**config.mk**
```make
export PLATFORM = sky130hd
export DESIGN_NAME = conv_8_32
export DESIGN_NICKNAME = d
export VERILOG_FILES = /design/src/rtl/conv_8_32.sv
export SDC_FILE = /design/constraint.sdc
export NUM_CORES = 1
export LEC_CHECK = 0
export ABC_AREA = 1
export CAP_MARGIN = 20
export CORE_MARGIN = 4
export CORE_UTILIZATION = 55
export DETAILED_ROUTE_END_ITERATION = 8
export GPL_TIMING_DRIVEN = 0
export PLACE_DENSITY = 0.75
export SYNTH_ARGS = -nofsm -noshare
export SYNTH_HDL_FRONTEND = slang
export SYNTH_SLANG_ARGS = --single-unit
```
**constraint.sdc**
```tcl
create_clock -name aclk -period 3.9 [get_ports aclk]
set_clock_uncertainty 0.15 [all_clocks]
set_input_delay 0.585 -clock aclk [delete_from_list [all_inputs] [get_ports aclk]]
set_output_delay 0.585 -clock aclk [all_outputs]
set_load 0.01 [all_outputs]
```
**src/rtl/conv_8_32.sv**
```systemverilog
// Byte-to-word packer: big-endian 32-bit words into an FWFT word FIFO.
// Optional tkeep output and storage: define CONV_8_32_TKEEP_EN.
module conv_8_32 #(
  parameter int FIFO_DEPTH = 4
) (
  input  logic        aclk,
  input  logic        areset,
  input  logic [7:0]  data_in,
  input  logic        data_in_valid,
  input  logic        data_in_last,
  output logic [31:0] m_axis_tdata,
  output logic        m_axis_tvalid,
  output logic        m_axis_tlast,
`ifdef CONV_8_32_TKEEP_EN
  output logic [3:0]  m_axis_tkeep,
`endif
  input  logic        m_axis_tready,
  output logic        udp_data_rx_done,
  output logic        overflow
);

  localparam int PW = $clog2(FIFO_DEPTH);
`ifdef CONV_8_32_TKEEP_EN
  localparam int EW = 37;
`else
  localparam int EW = 33;
`endif
  localparam logic [PW:0] FULL_CNT = (PW+1)'(FIFO_DEPTH);

  logic [1:0]    idx_q, idx_d;
  logic [23:0]   hold_q, hold_d;
  logic [31:0]   word_c;
  logic          complete;
  logic [EW-1:0] wr_entry;
  logic [EW-1:0] rd_entry;
`ifdef CONV_8_32_TKEEP_EN
  logic [3:0]    keep_c;
`endif

  always_comb begin
    word_c = {hold_q, 8'h00};
    unique case (idx_q)
      2'd0:    word_c[31:24] = data_in;
      2'd1:    word_c[23:16] = data_in;
      2'd2:    word_c[15:8]  = data_in;
      default: word_c[7:0]   = data_in;
    endcase
  end

`ifdef CONV_8_32_TKEEP_EN
  always_comb begin
    unique case (idx_q)
      2'd0:    keep_c = 4'b1000;
      2'd1:    keep_c = 4'b1100;
      2'd2:    keep_c = 4'b1110;
      default: keep_c = 4'b1111;
    endcase
  end
  assign wr_entry = {word_c, data_in_last, keep_c};
`else
  assign wr_entry = {word_c, data_in_last};
`endif

  assign complete = data_in_valid &&
                    (data_in_last || idx_q == 2'd3);

  always_comb begin
    idx_d  = idx_q;
    hold_d = hold_q;
    if (data_in_valid) begin
      if (complete) begin
        idx_d  = 2'd0;
        hold_d = 24'h0;
      end else begin
        idx_d  = idx_q + 2'd1;
        hold_d = word_c[31:8];
      end
    end
  end

  always_ff @(posedge aclk) begin
    if (areset) begin
      idx_q  <= 2'd0;
      hold_q <= 24'h0;
    end else begin
      idx_q  <= idx_d;
      hold_q <= hold_d;
    end
  end

  logic [EW-1:0] mem_q [FIFO_DEPTH];
  logic [PW-1:0] wr_q, wr_d, rd_q, rd_d;
  logic [PW:0]   cnt_q, cnt_d;
  logic          empty, full, push, pop, drop;
  logic          done_q, ovf_q;

  assign empty = (cnt_q == '0);
  assign full  = (cnt_q == FULL_CNT);
  assign pop   = !empty && m_axis_tready;
  // Full FIFO still accepts a word when a pop frees a slot this edge
  assign push  = complete && (!full || pop);
  assign drop  = complete && full && !pop;

  always_comb begin
    wr_d  = wr_q;
    rd_d  = rd_q;
    cnt_d = cnt_q;
    if (push) wr_d = wr_q + 1'b1;
    if (pop)  rd_d = rd_q + 1'b1;
    unique case ({push, pop})
      2'b10:   cnt_d = cnt_q + 1'b1;
      2'b01:   cnt_d = cnt_q - 1'b1;
      default: cnt_d = cnt_q;
    endcase
  end

  always_ff @(posedge aclk) begin
    if (push) mem_q[wr_q] <= wr_entry;
  end

  always_ff @(posedge aclk) begin
    if (areset) begin
      wr_q   <= '0;
      rd_q   <= '0;
      cnt_q  <= '0;
      done_q <= 1'b0;
      ovf_q  <= 1'b0;
    end else begin
      wr_q   <= wr_d;
      rd_q   <= rd_d;
      cnt_q  <= cnt_d;
      done_q <= pop && m_axis_tlast;
      if (drop) ovf_q <= 1'b1;
    end
  end

  assign rd_entry = mem_q[rd_q];

  // Payload is gated so stale storage never shows while empty
  assign m_axis_tvalid = !empty;
  assign m_axis_tdata  = empty ? 32'h0 : rd_entry[EW-1 -: 32];
  assign m_axis_tlast  = !empty && rd_entry[EW-33];
`ifdef CONV_8_32_TKEEP_EN
  assign m_axis_tkeep  = empty ? 4'h0 : rd_entry[3:0];
`endif
  assign udp_data_rx_done = done_q;
  assign overflow         = ovf_q;

endmodule

```
* Word level (Yosys, flattened, before mapping)
Memories as Yosys holds them, arrays and structs flattened. A register that Yosys moved wholly into a read port is not among the register bits.
Index checks and enable logic that the tools add are counted.
** Word-level totals
- Flip-flop bits (word level) :: 35
- Bits in writable memories :: 132
- Output and inout port bits :: 36
- Word-level logic and storage cells :: 47
- Memories kept :: 1
** Cells by class
- Add/subtract/negate cells :: 5
- Equal/unequal tests :: 6
- Multiplexer cells :: 12
- Reduce and logical (&&, ||, !) cells :: 16
** Memories
- mem_q :: depth 4, bits a word 33, read ports 1, clocked after Yosys merged registers in 1, wr ports 1, line 91 : logic [EW-1:0] mem_q [FIFO_DEPTH];
** Operators with widths (count)
- $mux W32 :: 1
- $mux W8 :: 4
- $mux W24 :: 1
- $logic_and A1 B1 Y1 :: 7
- $add A2 B1 Y2 const B :: 3
- $eq A2 B2 Y1 const B :: 3
- $mux W2 :: 3
- $pmux W3 S2 :: 1
- $eq A2 B1 Y1 const B :: 2
- $add A3 B1 Y3 const B :: 1
- $eq A3 B3 Y1 const B :: 1
- $logic_not A1 Y1 :: 3
- $logic_not A3 Y1 :: 1
- $reduce_or A3 Y1 :: 1
- $sub A3 B1 Y3 const B :: 1
- $logic_not A2 Y1 :: 1
- $logic_or A1 B1 Y1 :: 2
- $mux W1 :: 2
- $reduce_bool A2 Y1 :: 1

* Depth between registers and ports, before layout
Gate-level depths: netlist (run 1).
- Depth after elaboration :: 7
- Depth in mapped cells :: 11
- Depth with buffers taken out :: 11

* Least setup slack after synthesis (run 1)
No wires, ideal clock.
- Kind :: input-to-reg
- From :: input data_in_valid
- To :: memory mem_q[0][0] (enable)
- Setup time :: 0.423 ns
- Arrival time :: 2.414 ns
- Path slack :: 0.912 ns
- Stages :: 4
- Path buffers :: 0
- Path through :: inv_2 > nor2_1 > nand2_1 > nor2_1
** On the way
- Longest elaborated chain between the ends :: 4
** RTL lines
- start, declared :: line 9 : input logic data_in_valid,
- $logic_and A1 B1 Y1 :: line 64 : assign complete = data_in_valid &&
- $logic_and A1 B1 Y1 :: line 101 : assign push = complete && (!full || pop);
- $mux W1 :: line 118 : if (push) mem_q[wr_q] <= wr_entry;
- $mux W1 (not written as such) :: line 118
- end, declared :: line 91
No other way between the ends.

==> results of run 1 <==
worst min-delay path, stage by stage (launching register included):
cell and delay [ns]:
dfxtp_1 0.30, nand2_1 0.06, a21oi_1 0.06
flip-flops by register name, summed over array words and instances, names as in the netlist, named ones only:
signal	count
mem_q	132
hold_q	24
cnt_q	3
idx_q	2
rd_q	2
wr_q	2
overflow	1
udp_data_rx_done	1
layer usage:
layer | wire [µm] | vias to the layer above | track usage
li1 | - | 2299 | -
met1 | 6730 | 2331 | 0.299
met2 | 8080 | 214 | 0.398
met3 | 1030 | 20 | 0.0449
met4 | 280 | 0 | 0.0864
met5 | 0 | - | 0
area by class of cell:
type / count / area, µm² / share of cell area
flip-flops and latches: 169 / 4700 / 0.564
multi-input cells: 394 / 2000 / 0.240
repair buffers: 52 / 568 / 0.0681
clock buffers: 23 / 520 / 0.0624
well taps: 168 / 210 / 0.0252
plain buffers: 35 / 175 / 0.0210
inverters: 28 / 105 / 0.0126
clock inverters: 9 / 56.3 / 0.00675
synth_stat cells, drive strengths merged:
library cell,count,share of area
a21oi,64,0.046
a31oi,1,0.00090
and2,1,0.00090
buf,21,0.017
clkbuf,14,0.0083
dfxtp,37,0.11
edfxtp,132,0.57
fa,1,0.0029
ha,9,0.016
inv,28,0.015
mux2,24,0.039
nand2,69,0.040
nand3,4,0.0029
nand4,2,0.0018
nor2,145,0.079
nor3,1,0.00072
o21ai,71,0.051
o22a,1,0.0013
xor2,1,0.0013
per-stage QoR:
| step | TNS, ns | hold WS [ns] |
|---|---|---|
| 4_1_cts | 0 | 0.316 |
| 6_report | 0 | 0.316 |
| 3_3_place_gp | -127.52 | 0.299 |
| 5_1_grt | 0 | 0.333 |
| 3_5_place_dp | 0 | 0.307 |
| 2_1_floorplan | 0 | 0.291 |
worst max-delay path by stage:
stage / start / end / slack [ns] / cells past startpoint
floorplan: data_in_valid / mem_q[0][0] / 0.91 / 4
global placement: data_in_last / mem_q[3][8] / -1.02 / 5
detailed placement: data_in_last / mem_q[2][8] / 0.69 / 6
CTS: flip-flop / m_axis_tdata[21] / 0.77 / 6
global route: flip-flop / m_axis_tdata[21] / 0.67 / 5
finish: flip-flop / m_axis_tdata[21] / 0.81 / 5
report_power, final:
group	leakage (nW)	internal, mW	switching, mW
Combinational	1.21	0.410	0.591
Clock	0.291	0.941	0.667
Sequential	1.55	2.00	0.0239
layout by cell type, fill, tap and decap left out, types with 5 or more instances in the layout:
cell type,count
edfxtp_1,132
nor2_1,140
buf_4,5
inv_1,24
buf_2,16
dfxtp_1,37
o21ai_0,42
clkdlybuf4s50_1,48
a21oi_1,64
clkbuf_16,19
clkbuf_1,11
nand2_1,66
mux2_2,24
ha_1,9
o21ai_1,29
logic make-up after synthesis:
kind of cell / after synthesis / synth area share
multiplexers: 24 / 0.0389
buffers and inverters: 63 / 0.0403
AO/OA/AOI/OAI: 137 / 0.0993
adder cells (fa/ha/maj): 10 / 0.0191
XOR/XNOR: 1 / 0.00126
AND/OR/NAND/NOR: 222 / 0.125
flip-flops: 169 / 0.677
==> metrics.txt, run 1 <==
Post-CTS Resized=0; Clock Pin Slew Worst Setup and Hold Paths=~0.060 ns; htree depth=4; crit path max-delay cell type=clkdlybuf4s50_1; pre-CTS WS=approximately 0.69 ns; CP Max Fanout=10; sequential cell area fraction in the yosys report=0.677; count of different cell masters after synthesis=26; Min-Delay Path Class=flip-flop to flip-flop; root buf cell=clkbuf_16; RSZ-0062 raised after global routing=false; Final Non-Filler Cells=slightly below 900; WP data required=3.16 ns; DRC violations left=0; Final Cycle Share=0.794; critical-path cell list=inv_2, clkbuf_1, o21ai_0, a21oi_1, clkdlybuf4s50_1; largest net degree at the start of global routing=24; FILL cells=between 900 and 1000; Remaining Overflow, GRT=0; vias=4864; Synth Register Bits=between 150 and 200; setup bufs post-CTS=0; clk sinks=169; Core ar.=0.0122 mm²; Die Span X=around 120 µm; vias per std cell=approximately 5.5; DR pass1 iterations=5; max incr delay on CP=roughly 0.59 ns; Power Density=roughly 560 mW/mm²; min setup slack post-route=between 0.8 and 0.9 ns; Area growth syn-to-layout=19.9%; crit end category=primary output; final setup violating endpoints=0; flop-to-flop setup slack=approximately 1.3 ns; Max Cap Violations=0; Final Critical Period=3.09 ns; Max IR drop VDD=approximately 320 µV; Die H=between 100 and 150 µm; layout cells sized above 1=0.135; Total Nets Final=720; # hold bufs at CTS=0; DR iter-0 viols=~580; Longest Clk Path Bufs=2; Rows=40; CP bufs+invs=3; initial antenna violation count=0; hold_sp=hold_q[21]; DR WL/cell=roughly 18 µm; initial core utilization=0.569; total global-route track usage=0.234; status=finished clean; Fmax achieved=between 300 and 400 MHz; worst r2r dst=mem_q[2][8]; DP Area=just under 0.008 mm²; FF-to-FF Start=idx_q[1]; Worst Tran Pin Value=0.693 ns; number of global-route vias before repair=~5000; hold path endpoint=hold_q[21]; Worst EP arrival=about 2.4 ns; Power Total=between 4 and 5 mW; placed cells=approximately 850; Syn Nets=649; CTS tree=yes; total clock buffers created by CTS=17; WL final=16100 µm; delay-heaviest family, CP=buffers and inverters; later-pin clock latency in the skew report=around 0.43 ns; mean area per synthesized cell=11.1 µm²; HPWL after detailed placement=10300 µm; leak pwr=approximately 3.0 nW; Mapped Cells=between 600 and 700; Worst Setup Start Kind=flip-flop; IO Pins=49; fin area=0.00834 mm²; Slew Viols, Final=0; PortBufs=48; Antenna Cells=0; Fin. Hold Viols=0; die area=about 0.015 mm²; final antenna-violating net count=0; gpl congestion=approximately 0.84; first-pass GRT wire length=25600 µm; Yosys warning count=0; worst reg2reg path depth=6; worst relative slew slack=0.537; Mapped Area=0.00695 mm²; kind of critical path=flip-flop to primary output; Hold Crit Depth=2; post-layout util=0.683
Power figures use the tool's default switching activity.
==> run 2: changes to the inputs <==
==> constraint.sdc (replaced) <==
create_clock -name aclk -period 3 [get_ports aclk]
set_clock_uncertainty 0.15 [all_clocks]
set_input_delay 0.45 -clock aclk [delete_from_list [all_inputs] [get_ports aclk]]
set_output_delay 0.45 -clock aclk [all_outputs]
set_load 0.01 [all_outputs]
==> run 2 against run 1 <==
Effect of this change: routed wire length grew 0.52%; cell area about the same; total power grew 30%; critical path depth rose by 1; count of clock-buffer cells in the layout unchanged; sequential power is 30% higher; setup slack worse by 0.69 ns; worst hold slack got worse by 0.00061 ns; sequential share of layout area hardly changed; die area did not move; combinational power is 30% higher; critical endpoint unchanged; largest power group unchanged.
==> metrics.txt, run 2 (synthesis gave the netlist of run 1 again) <==
status=finished clean; Worst Tran Pin Value=0.702 ns (+0.00966 ns); worst relative slew slack=0.531 (-0.00646); die area=0.0145 mm² (unchanged); Remaining Overflow, GRT=0 (unchanged); WL final=16200 µm (+0.52%); RSZ-0062 raised after global routing=false; final antenna-violating net count=0 (unchanged); DRC violations left=0 (unchanged); Die Span X=120 µm (unchanged); worst r2r dst=mem_q[2][8]; commonest non-fill, non-tap cell in the layout=nor2_1; WP data required=2.40 ns (-0.76 ns); IO Pins=49 (unchanged); later-pin clock latency in the skew report=0.42 ns (about the same); vias per std cell=5.56 (+0.39%); total clock buffers created by CTS=17 (unchanged); Max Cap Violations=0 (unchanged); Final Cycle Share=0.963; CP Max Fanout=10 (unchanged); Hold Crit Depth=2 (unchanged); vias=4883 (+0.39%); Min-Delay Path Class=flip-flop to flip-flop; # hold bufs at CTS=0 (unchanged); pre-CTS WS=-0.0762 ns (-0.765 ns); DR iter-0 viols=608 (+4.1%); Fmax achieved=between 300 and 400 MHz; biggest regs=mem_q x132, hold_q x24, cnt_q x3; Max IR drop VDD=418 µV (+30%); first-pass GRT wire length=25600 µm (unchanged); CTS tree=yes; crit end category=primary output; Longest Clk Path Bufs=2 (unchanged); Die H=120 µm (unchanged); Rows=40 (unchanged); hold_sp=hold_q[21]; Post-CTS Resized=0 (unchanged); leak pwr=3.05 nW (+0.30%); Antenna Cells=0 (unchanged); Area growth syn-to-layout=20.0% (about the same); fin area=0.00834 mm² (about the same); Worst Setup Start Kind=flip-flop; Worst EP arrival=2.29 ns (-0.07 ns); Clock Pin Slew Worst Setup and Hold Paths=0.06 ns (about the same); Largest Register=mem_q; DR pass1 iterations=5 (unchanged); Total Nets Final=720 (unchanged); largest net degree at the start of global routing=24 (unchanged); clk sinks=169 (unchanged); sequential share of power=0.436 (about the same); Sw Share=0.278 (+0.000683); FF-to-FF Start=idx_q[1]; min setup slack post-route=0.111 ns (-0.694 ns); hold path endpoint=hold_q[21]; setup bufs post-CTS=0 (unchanged); Final Critical Period=2.89 ns; initial antenna violation count=0 (unchanged); total global-route track usage=0.234 (unchanged); max reg flops=132 (unchanged); setup_tns=0 ns (unchanged); Fin. Hold Viols=0 (unchanged); Pint=4.36 mW (+30%); initial core utilization=0.569 (unchanged); gpl congestion=0.842 (unchanged); worst reg2reg path depth=6 (unchanged); htree depth=4 (unchanged); Sw Pwr=1.67 mW (+31%); clock share of power=0.348 (about the same); DR WL/cell=18.5 µm (+0.52%); final setup violating endpoints=0 (unchanged); root buf cell=clkbuf_16; flop-to-flop setup slack=0.42 ns (-0.90 ns); Power Density=723 mW/mm² (+30%); commonest cells after routing, fill and taps aside=nor2_1 (140), edfxtp_1 (132), nand2_1 (66); kind of critical path=flip-flop to primary output; number of global-route vias before repair=4866 (unchanged); Core ar.=0.0122 mm² (unchanged); DP Area=0.00776 mm² (unchanged); Power Total=6.03 mW (+30%); layout cells sized above 1=0.142 (+0.00704); PortBufs=48 (unchanged); combinational power share=0.216 (about the same); HPWL after detailed placement=10300 µm (unchanged); Slew Viols, Final=0 (unchanged)
==> run 2: cell types whose count changed in the layout (fill, tap and decap cells not counted) <==
cell      change
buf_2         +1
clkbuf_1      -3
clkbuf_2      +2
dfxtp_1       -1
dfxtp_2       +1
inv_1         -1
inv_2         +1
==> run 2: routing by layer <==
metal  up-vias  GRT usage  wire length [µm]
met1      2345      0.299              6760
li1       2296          -                 -
met4         0     0.0864               328
met2       214      0.398              8070
met3        28     0.0449              1060
met5         -          0                 0
==> run 2: worst max path at each step <==
stage	slack, ns	endpoint	startpoint
after floorplan	0.08	mem_q[0][0]	idx_q[1]
after global placement	-1.78	mem_q[3][8]	data_in_last
after detailed placement	-0.08	mem_q[2][8]	data_in_last
after CTS	0.004	m_axis_tdata[21]	flip-flop
after global routing	0.006	m_axis_tdata[28]	flip-flop
final	0.11	m_axis_tdata[21]	flip-flop
==> run 2: through the flow <==
step                hold slack, ns   util  cells
finish                       0.315  0.683    878
global route                 0.333  0.683    878
CTS                          0.316  0.683    878
detailed placement           0.307  0.636    846
global placement             0.299  0.626    842
floorplan                    0.291      -    626
==> run 2: final cells by class <==
cell class	instances	area [µm²]
flip-flops and latches	169	4710
fillers	910	3870
multi-input cells	394	2000
repair buffers	52	568
clock buffers	23	520
well taps	168	210
plain buffers	35	179
inverters	28	105
clock inverters	9	56.3
==> run 2: critical path, stage by stage (launching register included) <==
cell,delay (ns)
dfxtp_2,0.35
inv_2,0.07
buf_2,0.21
buf_2,0.31
o21ai_1,0.12
a21oi_1,0.23
clkdlybuf4s50_1,0.59
==> run 2: power by group through the flow <==
stage | Clock (mW) | Combinational (mW) | Sequential, mW
finish | 2.10 | 1.30 | 2.63
detailed placement | 0 | 1.29 | 2.68
global placement | 0 | 1.24 | 2.68
floorplan | 0 | 0.689 | 2.67
CTS | 2.11 | 1.30 | 2.63
global route | 2.20 | 1.42 | 2.63
==> run 3: changes to the inputs <==
--- a/config.mk
+++ b/config.mk
@@ -12,6 +12,8 @@
 export DETAILED_ROUTE_END_ITERATION = 8
 export GPL_TIMING_DRIVEN = 0
 export PLACE_DENSITY = 0.75
+export RECOVER_POWER = 50
+export SKIP_LAST_GASP = 1
 export SYNTH_ARGS = -nofsm -noshare
 export SYNTH_HDL_FRONTEND = slang
 export SYNTH_SLANG_ARGS = --single-unit
==> run 3 against run 2 <==
Effect of this change: clock power hardly changed; non-clock buffer count did not move; combinational power about the same; setup slack lost 0.012 ns; register-to-register slack is essentially flat; critical path type unchanged; highest routed layer unchanged.
==> metrics.txt, run 3 (synthesis gave the netlist of run 1 again) <==
status=finished clean; Register Area=0.00471 mm² (unchanged); root buf cell=clkbuf_16; vias per std cell=5.53 (-0.66%); initial core utilization=0.569 (unchanged); die area=0.0145 mm² (unchanged); Core ar.=0.0122 mm² (unchanged); initial antenna violation count=0 (unchanged); final setup violating endpoints=0 (unchanged); Multi-input gate area=0.00200 mm² (unchanged); later-pin clock latency in the skew report=0.42 ns (about the same); Fmax achieved=345 MHz (-0.40%); crit end category=primary output; Max Cap Violations=0 (unchanged); CTS tree=yes; DR pass1 iterations=5 (unchanged); number of global-route vias before repair=4866 (unchanged); layout cells sized above 1=0.0986 (-0.0437); biggest regs=mem_q x132, hold_q x24, cnt_q x3; Antenna Cells=0 (unchanged); Pint=4.35 mW (-0.20%); kind of critical path=flip-flop to primary output; Max IR drop VDD=416 µV (-0.44%); Remaining Overflow, GRT=0 (unchanged); sequential share of power=0.437 (about the same); commonest cells after routing, fill and taps aside=nor2_1 (140), edfxtp_1 (132), nand2_1 (66); clock share of power=0.347 (about the same); FILL cells=913 (+0.33%); WP data required=2.40 ns (about the same); WL final=16200 µm (unchanged); Worst Setup Start Kind=flip-flop; vias=4851 (-0.66%); combinational power share=0.216 (about the same); # hold bufs at CTS=0 (unchanged); Min-Delay Path Class=flip-flop to flip-flop; Largest Register=mem_q; PortBufs=48 (unchanged); Die H=120 µm (unchanged); Slew Viols, Final=0 (unchanged); total global-route track usage=0.234 (unchanged); Final Cycle Share=0.967 (+0.00384); Total Nets Final=720 (unchanged); commonest non-fill, non-tap cell in the layout=nor2_1; placed cells=846 (unchanged); Sw Pwr=1.67 mW (-0.33%); DRC violations left=0 (unchanged); Area growth syn-to-layout=19.9% (about the same); IO Pins=49 (unchanged); leak pwr=3.06 nW (+0.27%); total clock buffers created by CTS=17 (unchanged); CP Max Fanout=10 (unchanged); Final Non-Filler Cells=878 (unchanged); Longest Clk Path Bufs=2 (unchanged); final antenna-violating net count=0 (unchanged); Worst EP arrival=2.30 ns (about the same); setup_tns=0 ns (unchanged); htree depth=4 (unchanged); Worst Tran Pin Value=0.695 ns (-0.00703 ns); Clock Pin Slew Worst Setup and Hold Paths=0.06 ns (about the same); worst relative slew slack=0.535 (+0.00470); Power Total=6.02 mW (-0.24%); gpl congestion=0.842 (unchanged); HPWL after detailed placement=10300 µm (unchanged); largest net degree at the start of global routing=24 (unchanged); max reg flops=132 (unchanged); DR WL/cell=18.5 µm (unchanged); first-pass GRT wire length=25600 µm (unchanged); clk sinks=169 (unchanged); DR iter-0 viols=592 (-2.6%); Final Critical Period=2.90 ns (+0.0115 ns); Fin. Hold Viols=0 (unchanged); Sw Share=0.277 (about the same); Power Density=722 mW/mm² (-0.15%); hold_ws=0.314 ns (-0.000997 ns); Die Span X=120 µm (unchanged); RSZ-0062 raised after global routing=false; Rows=40 (unchanged)
## run 3: changes by cell type in the layout (fill, tap and decap cells not counted), sizes merged
cell | before | now
dlygate4sd3 | 0 | 4
clkdlybuf4s50 | 48 | 44
clkbuf | 36 | 42
buf | 26 | 20
## run 3: power by group through the flow
stage | Sequential [mW] | Clock (mW) | Combinational [mW]
after floorplan | 2.67 | 0 | 0.689
after global placement | 2.68 | 0 | 1.24
after detailed placement | 2.68 | 0 | 1.29
after CTS | 2.63 | 2.11 | 1.30
after global routing | 2.63 | 2.20 | 1.41
final | 2.63 | 2.09 | 1.30
## run 3: per-layer routing
| layer | routed length, µm | share of wire | track usage |
|---|---|---|---|
| met1 | 6750 | 0.42 | 0.299 |
| met2 | 8120 | 0.50 | 0.398 |
| met3 | 1040 | 0.064 | 0.0449 |
| met4 | 302 | 0.019 | 0.0864 |
| met5 | 0 | 0 | 0 |
## run 3: final cells by class
| type | count | area share |
|---|---|---|
| sequential | 169 | 0.564 |
| multi-input combinational | 394 | 0.240 |
| timing repair buffer | 52 | 0.0681 |
| clock buffer | 23 | 0.0624 |
| tap | 168 | 0.0252 |
| buffer | 35 | 0.0206 |
| inverter | 28 | 0.0126 |
| clock inverter | 9 | 0.00675 |
## run 3: critical path: stages (launching register included)
cell             delay (ns)
dfxtp_2                0.35
inv_2                  0.07
buf_2                  0.21
buf_2                  0.32
o21ai_1                0.12
a21oi_1                0.23
clkdlybuf4s50_1        0.59
## run 3: stage by stage
| step | utilization | setup WS, ns | area, µm² |
|---|---|---|---|
| finish | 0.683 | 0.100 | 8340 |
| detailed placement | 0.636 | -0.0762 | 7760 |
| CTS | 0.683 | 0.00414 | 8340 |
| global route | 0.683 | 0.00646 | 8340 |
| global placement | 0.626 | -1.78 | 7640 |
| floorplan | - | 0.0797 | 6950 |
## run 3: worst paths after layout
path / end / slack (ns) / cells after the start / start
hold reg to reg: hold_q[21] / 0.31 / 2 / hold_q[21]
setup / recovery: m_axis_tdata[21] / 0.1 / 6 / flip-flop
hold / removal: hold_q[21] / 0.31 / 2 / hold_q[21]
setup reg to reg: mem_q[2][4] / 0.43 / 6 / idx_q[0]
## run 3: what timing repair did
action	4_1_cts	5_1_grt
buffers inserted	0	0
setup endpoints to repair	0	9
endpoints found under the hold margin	0	0
resized for setup	0	9
